**src/rtl/operand_bank_proc_pkg.sv**
```systemverilog
// Shared encodings for the operand bank reduction engine.
// Op select values and FSM state constants.
package operand_bank_proc_pkg;

  localparam logic [1:0] OP_ADD = 2'd0;
  localparam logic [1:0] OP_XOR = 2'd1;
  localparam logic [1:0] OP_MAX = 2'd2;
  localparam logic [1:0] OP_MIN = 2'd3;

  localparam logic [0:0] ST_IDLE = 1'b0;
  localparam logic [0:0] ST_RUN  = 1'b1;

endpackage

```
**src/rtl/operand_bank_proc_reduce_alu.sv**
```systemverilog
// Combinational two-operand combine step for the reduction.
// Carry is only meaningful for ADD and is forced low otherwise.
import operand_bank_proc_pkg::*;

module reduce_alu #(
  parameter int W = 4
) (
  input  logic [W-1:0] a,
  input  logic [W-1:0] b,
  input  logic [1:0]   op,
  output logic [W-1:0] y,
  output logic         carry
);

  logic [W:0] sum;

  assign sum = {1'b0, a} + {1'b0, b};

  always_comb begin
    y     = '0;
    carry = 1'b0;
    unique case (op)
      OP_ADD: begin
        y     = sum[W-1:0];
        carry = sum[W];
      end
      OP_XOR: y = a ^ b;
      OP_MAX: y = (a > b) ? a : b;
      OP_MIN: y = (a < b) ? a : b;
      default: y = '0;
    endcase
  end

endmodule

```
**src/rtl/operand_bank_proc.sv**
```systemverilog
// N-channel operand bank with edge-detected loads and a
// sequential ADD/XOR/MAX/MIN reduction, one operand per cycle.
import operand_bank_proc_pkg::*;

module operand_bank_proc #(
  parameter int W = 4,
  parameter int N = 4
) (
  input  logic         clk,
  input  logic         rst,
  input  logic [W-1:0] data_in,
  input  logic [N-1:0] load_stb,
  input  logic         start,
  input  logic [1:0]   op,
  output logic [W-1:0] result,
  output logic         ovf,
  output logic         busy,
  output logic         done,
  output logic         valid,
  output logic         load_err
);

  localparam int IW = (N > 1) ? $clog2(N) : 1;

  logic [W-1:0]  opr_q [N];
  logic [N-1:0]  stb_q;
  logic [0:0]    st_q;
  logic [1:0]    op_q;
  logic [W-1:0]  acc_q;
  logic          cy_q;
  logic [IW-1:0] idx_q;
  logic [W-1:0]  result_q;
  logic          ovf_q;
  logic          done_q;
  logic          valid_q;
  logic          lerr_q;

  logic [N-1:0]  rise;
  logic [W-1:0]  alu_b;
  logic [W-1:0]  alu_y;
  logic          alu_c;
  logic          cy_d;
  logic          last;

  assign rise = load_stb & ~stb_q;
  assign cy_d = cy_q | alu_c;
  assign last = (idx_q == IW'(N - 1));

  generate
    if (N == 1) begin : g_one
      assign alu_b = opr_q[0];
    end else begin : g_many
      assign alu_b = opr_q[idx_q];
    end
  endgenerate

  reduce_alu #(.W(W)) u_alu (
    .a     (acc_q),
    .b     (alu_b),
    .op    (op_q),
    .y     (alu_y),
    .carry (alu_c)
  );

  always_ff @(posedge clk) begin
    if (rst) begin
      for (int i = 0; i < N; i++) opr_q[i] <= '0;
      stb_q    <= '0;
      st_q     <= ST_IDLE;
      op_q     <= OP_ADD;
      acc_q    <= '0;
      cy_q     <= 1'b0;
      idx_q    <= '0;
      result_q <= '0;
      ovf_q    <= 1'b0;
      done_q   <= 1'b0;
      valid_q  <= 1'b0;
      lerr_q   <= 1'b0;
    end else begin
      stb_q  <= load_stb;
      done_q <= 1'b0;
      lerr_q <= 1'b0;
      if (st_q == ST_IDLE) begin
        for (int i = 0; i < N; i++)
          if (rise[i]) opr_q[i] <= data_in;
        if (start) begin
          op_q    <= op;
          acc_q   <= opr_q[0];
          cy_q    <= 1'b0;
          idx_q   <= IW'(1);
          valid_q <= 1'b0;
          // A single operand is already the reduction.
          if (N == 1) begin
            result_q <= opr_q[0];
            ovf_q    <= 1'b0;
            valid_q  <= 1'b1;
            done_q   <= 1'b1;
          end else begin
            st_q <= ST_RUN;
          end
        end
      end else begin
        lerr_q <= |rise;
        acc_q  <= alu_y;
        cy_q   <= cy_d;
        idx_q  <= idx_q + 1'b1;
        if (last) begin
          result_q <= alu_y;
          ovf_q    <= cy_d;
          valid_q  <= 1'b1;
          done_q   <= 1'b1;
          st_q     <= ST_IDLE;
        end
      end
    end
  end

  assign result   = result_q;
  assign ovf      = ovf_q;
  assign busy     = (st_q == ST_RUN);
  assign done     = done_q;
  assign valid    = valid_q;
  assign load_err = lerr_q;

endmodule

```
**config.mk**
```make
export PLATFORM = sky130hd
export DESIGN_NAME = operand_bank_proc
export DESIGN_NICKNAME = d
export VERILOG_FILES = /design/src/rtl/operand_bank_proc_pkg.sv /design/src/rtl/operand_bank_proc_reduce_alu.sv /design/src/rtl/operand_bank_proc.sv
export SDC_FILE = /design/constraint.sdc
export NUM_CORES = 1
export LEC_CHECK = 0
export BUFFER_PORTS_ARGS = -buffer_cell sky130_fd_sc_hd__buf_2
export CAP_MARGIN = 25
export CORE_ASPECT_RATIO = 0.8
export CORE_MARGIN = 8
export CORE_UTILIZATION = 57
export CTS_CLUSTER_SIZE = 24
export DETAILED_ROUTE_END_ITERATION = 8
export PLACE_DENSITY = 0.89
export SKIP_CTS_REPAIR_TIMING = 1
export SYNTH_ARGS = -nofsm -noshare
export SYNTH_HDL_FRONTEND = slang
export SYNTH_SLANG_ARGS = --single-unit
```
**constraint.sdc**
```tcl
create_clock -name clk -period 3.3 [get_ports clk]
set_input_delay 0.33 -clock clk [delete_from_list [all_inputs] [get_ports clk]]
set_output_delay 0.33 -clock clk [all_outputs]
set_load 0.02 [all_outputs]
```
Word level (Yosys, flattened, before mapping)
Memories as Yosys holds them, arrays and structs flattened. A register that Yosys moved wholly into a read port is not among the register bits.
Index checks and enable logic that the tools add are counted.
{"block": "totals", "mem_count": 1, "wordCells": 77, "input_bits": 13, "register_bits": 22, "ramBits": 16}
{"block": "classes", "n_bitwise": 9, "addsub": 2, "magnitude_cmp": 2, "eq_ne": 5, "reduce_logical": 7, "n_mux": 40}
{"name": "opr_q", "words": 4, "word_bits": 4, "read_ports": 2, "rd_ports_with_merged_regs": 1, "write_ports": 4, "line": "operand_bank_proc.sv:25", "source": "logic [W-1:0] opr_q [N];"}
{"operator": "$mux W4", "count": 8}
{"operator": "$mux W1", "count": 27}
{"operator": "$pmux W4 S4", "count": 1}
{"operator": "$mux W2", "count": 4}
{"operator": "$eq A2 B2 Y1 const B", "count": 3}
{"operator": "$reduce_and A2 Y1", "count": 3}
{"operator": "$add A4 B4 Y5", "count": 1}
{"operator": "$or A1 B1 Y1", "count": 5}
{"operator": "$and A4 B4 Y4", "count": 1}
{"operator": "$gt A4 B4 Y1", "count": 1}
{"operator": "$lt A4 B4 Y1", "count": 1}
{"operator": "$not A4 Y4", "count": 1}
{"operator": "$reduce_or A4 Y1", "count": 1}
{"operator": "$xor A4 B4 Y4", "count": 1}
{"operator": "$add A2 B1 Y2 const B", "count": 1}
{"operator": "$eq A2 B1 Y1 const B", "count": 1}
{"operator": "$logic_not A2 Y1", "count": 1}
{"operator": "$ne A2 B1 Y1 const B", "count": 1}
{"operator": "$reduce_bool A2 Y1", "count": 1}
{"operator": "$reduce_or A2 Y1", "count": 1}
{"operator": "$not A1 Y1", "count": 1}

Longest topological paths before layout
{"block": "logic_depth", "depth_word": 7, "ltp_mapped": 9}

By module
Synthesis repeated with hierarchy kept, for this count alone.
{"block": "hier_totals", "cells_unflattened": 197, "area_unflattened_um2": 2185.8}
{"mod": "operand_bank_proc", "seq_area_each_um2": 960.9, "area_each_um2": 1717.9, "cells_each": 137, "instances": 1}
{"mod": "reduce_alu", "seq_area_each_um2": 0.0, "area_each_um2": 467.9, "cells_each": 60, "instances": 1}

Worst setup path before layout
OpenSTA, ideal clock, no wires.
{"block": "synth_timing", "path_kind": "reg-to-reg", "from": "register (tool-made name)", "to": "register acc_q[2]", "slack_ps": 683, "synth_period_minus_slack_ps": 2617, "stages_incl_launch_ff": 10, "arrival_time_ps": 2487, "t_required_ps": 3170, "setup_ps": 130, "cell_sequence": "dfxtp_1 > mux4_1 > inv_1 > ha_1 > nor2b_1 > o211ai_2 > nand2_1 > mux2_4 > a211oi_2 > o32ai_1"}
{"element": "to (signal assigned)", "line": "operand_bank_proc.sv:88", "source": "acc_q <= opr_q[0];"}
{"element": "to (signal assigned)", "line": "operand_bank_proc.sv:104", "source": "acc_q <= alu_y;"}
{"element": "to (decl)", "line": "operand_bank_proc.sv:29", "source": "logic [W-1:0] acc_q;"}

==> flow_summary.yaml <==
clock_tree:
  clock_latency_ns: 0.30
  cts-root-buf: "clkbuf_8"
  clock_path_buffers: 2
  htree_num_levels: 2
  cts_buffers: 5
  cts_tree: "yes"
  cts.sinks: 40
  path_clk_slew_ns: 0.08
setup_path:
  arrival_ns: 3.03
  critPathKind: "reg2reg"
  slowest_delay_ns: 0.67
  critPathRequiredTime_ns: 3.48
  path_cells: "mux4_1 > inv_1 > ha_1 > nor2b_1 > o211ai_2 > nand2_1 > mux2_4 > a211oi_2 > o32ai_1"
  startpoint_type: "flip-flop"
  cp-end-kind: "flip-flop"
  worstPathMaxFanout: 4
  cp_slowest_cell: "mux4_1"
timing:
  setup_tns_ns: 0
  report.final.slew_viol_count: 0
  relSlewSlack_pct: 56.0
  worst_pin_slew_ns: 0.660
  fin_crit_sh_pct: 86.2
  rsz0062_at_grt: "no"
  fin_skew_ns: 0.00441
  fin_ws_ns: 0.457
  whs_ns: 0.259
  fmax_ghz: 0.352
  setup_violations: 0
  hold_viol_final: 0
  period_needed_ns: 2.84
final_layout:
  nets: 236
  final_common_cell: "dfxtp_1"
  final_cell_area_mm2: 0.00226
  instances_no_fill: 256
  area_delta_synth_final_pct: 9.98
  layout-drive-gt1-share_pct: 18.7
  n_antenna_cell: 0
  final_core_util_pct: 65.6
  final_cell_mix: "dfxtp_1 (24), buf_2 (21), and2_1 (16), edfxtp_1 (16), nand2_1 (15)"
placement:
  gp_congestion: 0.916
  place_ws_ns: 0.519
  placed_area_mm2: 0.00215
  dp_cells: 248
  io_buffers: 21
  hpwl_mm: 2.95
route:
  dr.pass1.iters: 4
  post_drt_via_cell_ratio: 5.59
  wirelength_mm: 3.91
  postRouteAntennaNets: 0
  vias: 1430
  wl_per_cell_um: 15.3
  drtIter0Drc: 86
  drcViolationCount: 0
power_and_ir_drop:
  ir_drop_mv: 0.321
  p_total_mw: 1.19
  p_per_area_mw_per_mm2: 526
  p_leak_nw: 0.915
global_route:
  grt_pass1_vias: 1430
  grt.overflow.total: 0
  grt_pass1_wl_mm: 6.60
  grt_use_met1_pct: 16.0
  grt_use_met2_pct: 23.0
  grt_max_degree: 23
  grtUsageMet3_pct: 5.05
  antenna_found_initial: 0
  grtUsageTotal_pct: 13.9
  grt.busiest_layer: "met2"
logic_synthesis:
  yosysSeqAreaShare_pct: 46.7
  synth_area_leaders: "dfxtp_1 (23%), edfxtp_1 (23%), ha_1 (5.5%)"
  synth_area_leader_cell: "dfxtp_1"
  yosys.area.top_type_share_pct: 23.4
  ys_warn_count: 0
  yosys_register_bits: 40
  post_synth.cell_area_avg_um2: 10.7
  async_flop_share_pct: 0
  yosysUniqueCellTypes: 45
  syn-instance-count: 193
  synth_ff_type: "dfxtp_1"
  netlist_area_mm2: 0.00206
  synth_edf_count: 16
  synth_nets: 216
floorplan:
  die_h_um: 69.7
  die_area_mm2: 0.00580
  start_util_pct: 59.6
  num_io_pins: 22
  fp.dieW_um: 83.1
  fp.coreArea_mm2: 0.00345
  rows: 19
hold_path:
  hold_path_class: "in2reg"
outcome:
  status: "finished, final reports clean"
flow_run:
  max_cap_violations: 0
synthesized netlist by cell type (3+ instances only):
library cell,instances
dfxtp_1,24
and2_1,16
edfxtp_1,16
nand2_1,15
a21oi_1,11
nor2_1,11
ha_1,9
inv_1,9
mux2i_1,7
nor2b_1,7
o21ai_0,6
nand2b_1,5
o21bai_1,5
nor3_1,4
a211oi_1,3
a21oi_2,3
buf_6,3
clkbuf_1,3
report_power, final:
group | switching, mW | internal (mW) | leakage (nW)
combinational | 0.123 | 0.0940 | 0.492
sequential | 0.0257 | 0.545 | 0.368
clock | 0.177 | 0.224 | 0.0558
total | 0.326 | 0.863 | 0.915
final cells by class:
cell class              instances  area, um^2
clock inverters                 3        42.5
multi-input cells             135         993
fillers                       277        1190
repair buffers                 21         105
well taps                      42        52.6
flip-flops and latches         40         961
clock buffers                   5        68.8
inverters                      10        37.5
critical path, delay by kind of cell (launching register included):
family / cells / cell delay, ns
buffers and inverters: 1 / 0.14
adders and majority gates: 1 / 0.27
muxes: 2 / 1.01
AOI/OAI and AO/OA: 3 / 0.56
and+or+nand+nor: 2 / 0.32
DFF: 1 / 0.43
final timing paths:
kind,cells past startpoint,slack [ns],from,endpoint
hold reg to reg,2,0.46,ovf,ovf
setup / recovery,9,0.46,flip-flop,acc_q[2]
hold / removal,2,0.26,load_stb[3],stb_q[3]
setup reg to reg,9,0.46,flip-flop,acc_q[2]
state kept, by name, indices dropped and copies added, names as in the netlist, named ones only:
name	count
opr_q	16
acc_q	4
result	4
stb_q	4
idx_q	2
op_q	2
busy	1
cy_q	1
done	1
load_err	1
ovf	1
valid	1
cell families (layout without fill, tap and decap cells):
family | after synthesis | after routing | synth area share (%)
and+or+nand+nor | 69 | 69 | 18.1
AOI/OAI and AO/OA | 43 | 43 | 14.5
DFF | 40 | 40 | 46.7
buffers and inverters | 18 | 39 | 4.93
muxes | 12 | 12 | 8.89
adders and majority gates | 10 | 10 | 6.45
xor gates and xnor gates | 1 | 1 | 0.426
metal layers:
| layer | wire length, um | vias to the layer above |
|---|---|---|
| li1 | - | 730 |
| met1 | 1790 | 659 |
| met2 | 1840 | 33 |
| met3 | 203 | 8 |
| met4 | 71 | 0 |
| met5 | 0 | - |
(Power assumes the default switching activity.)
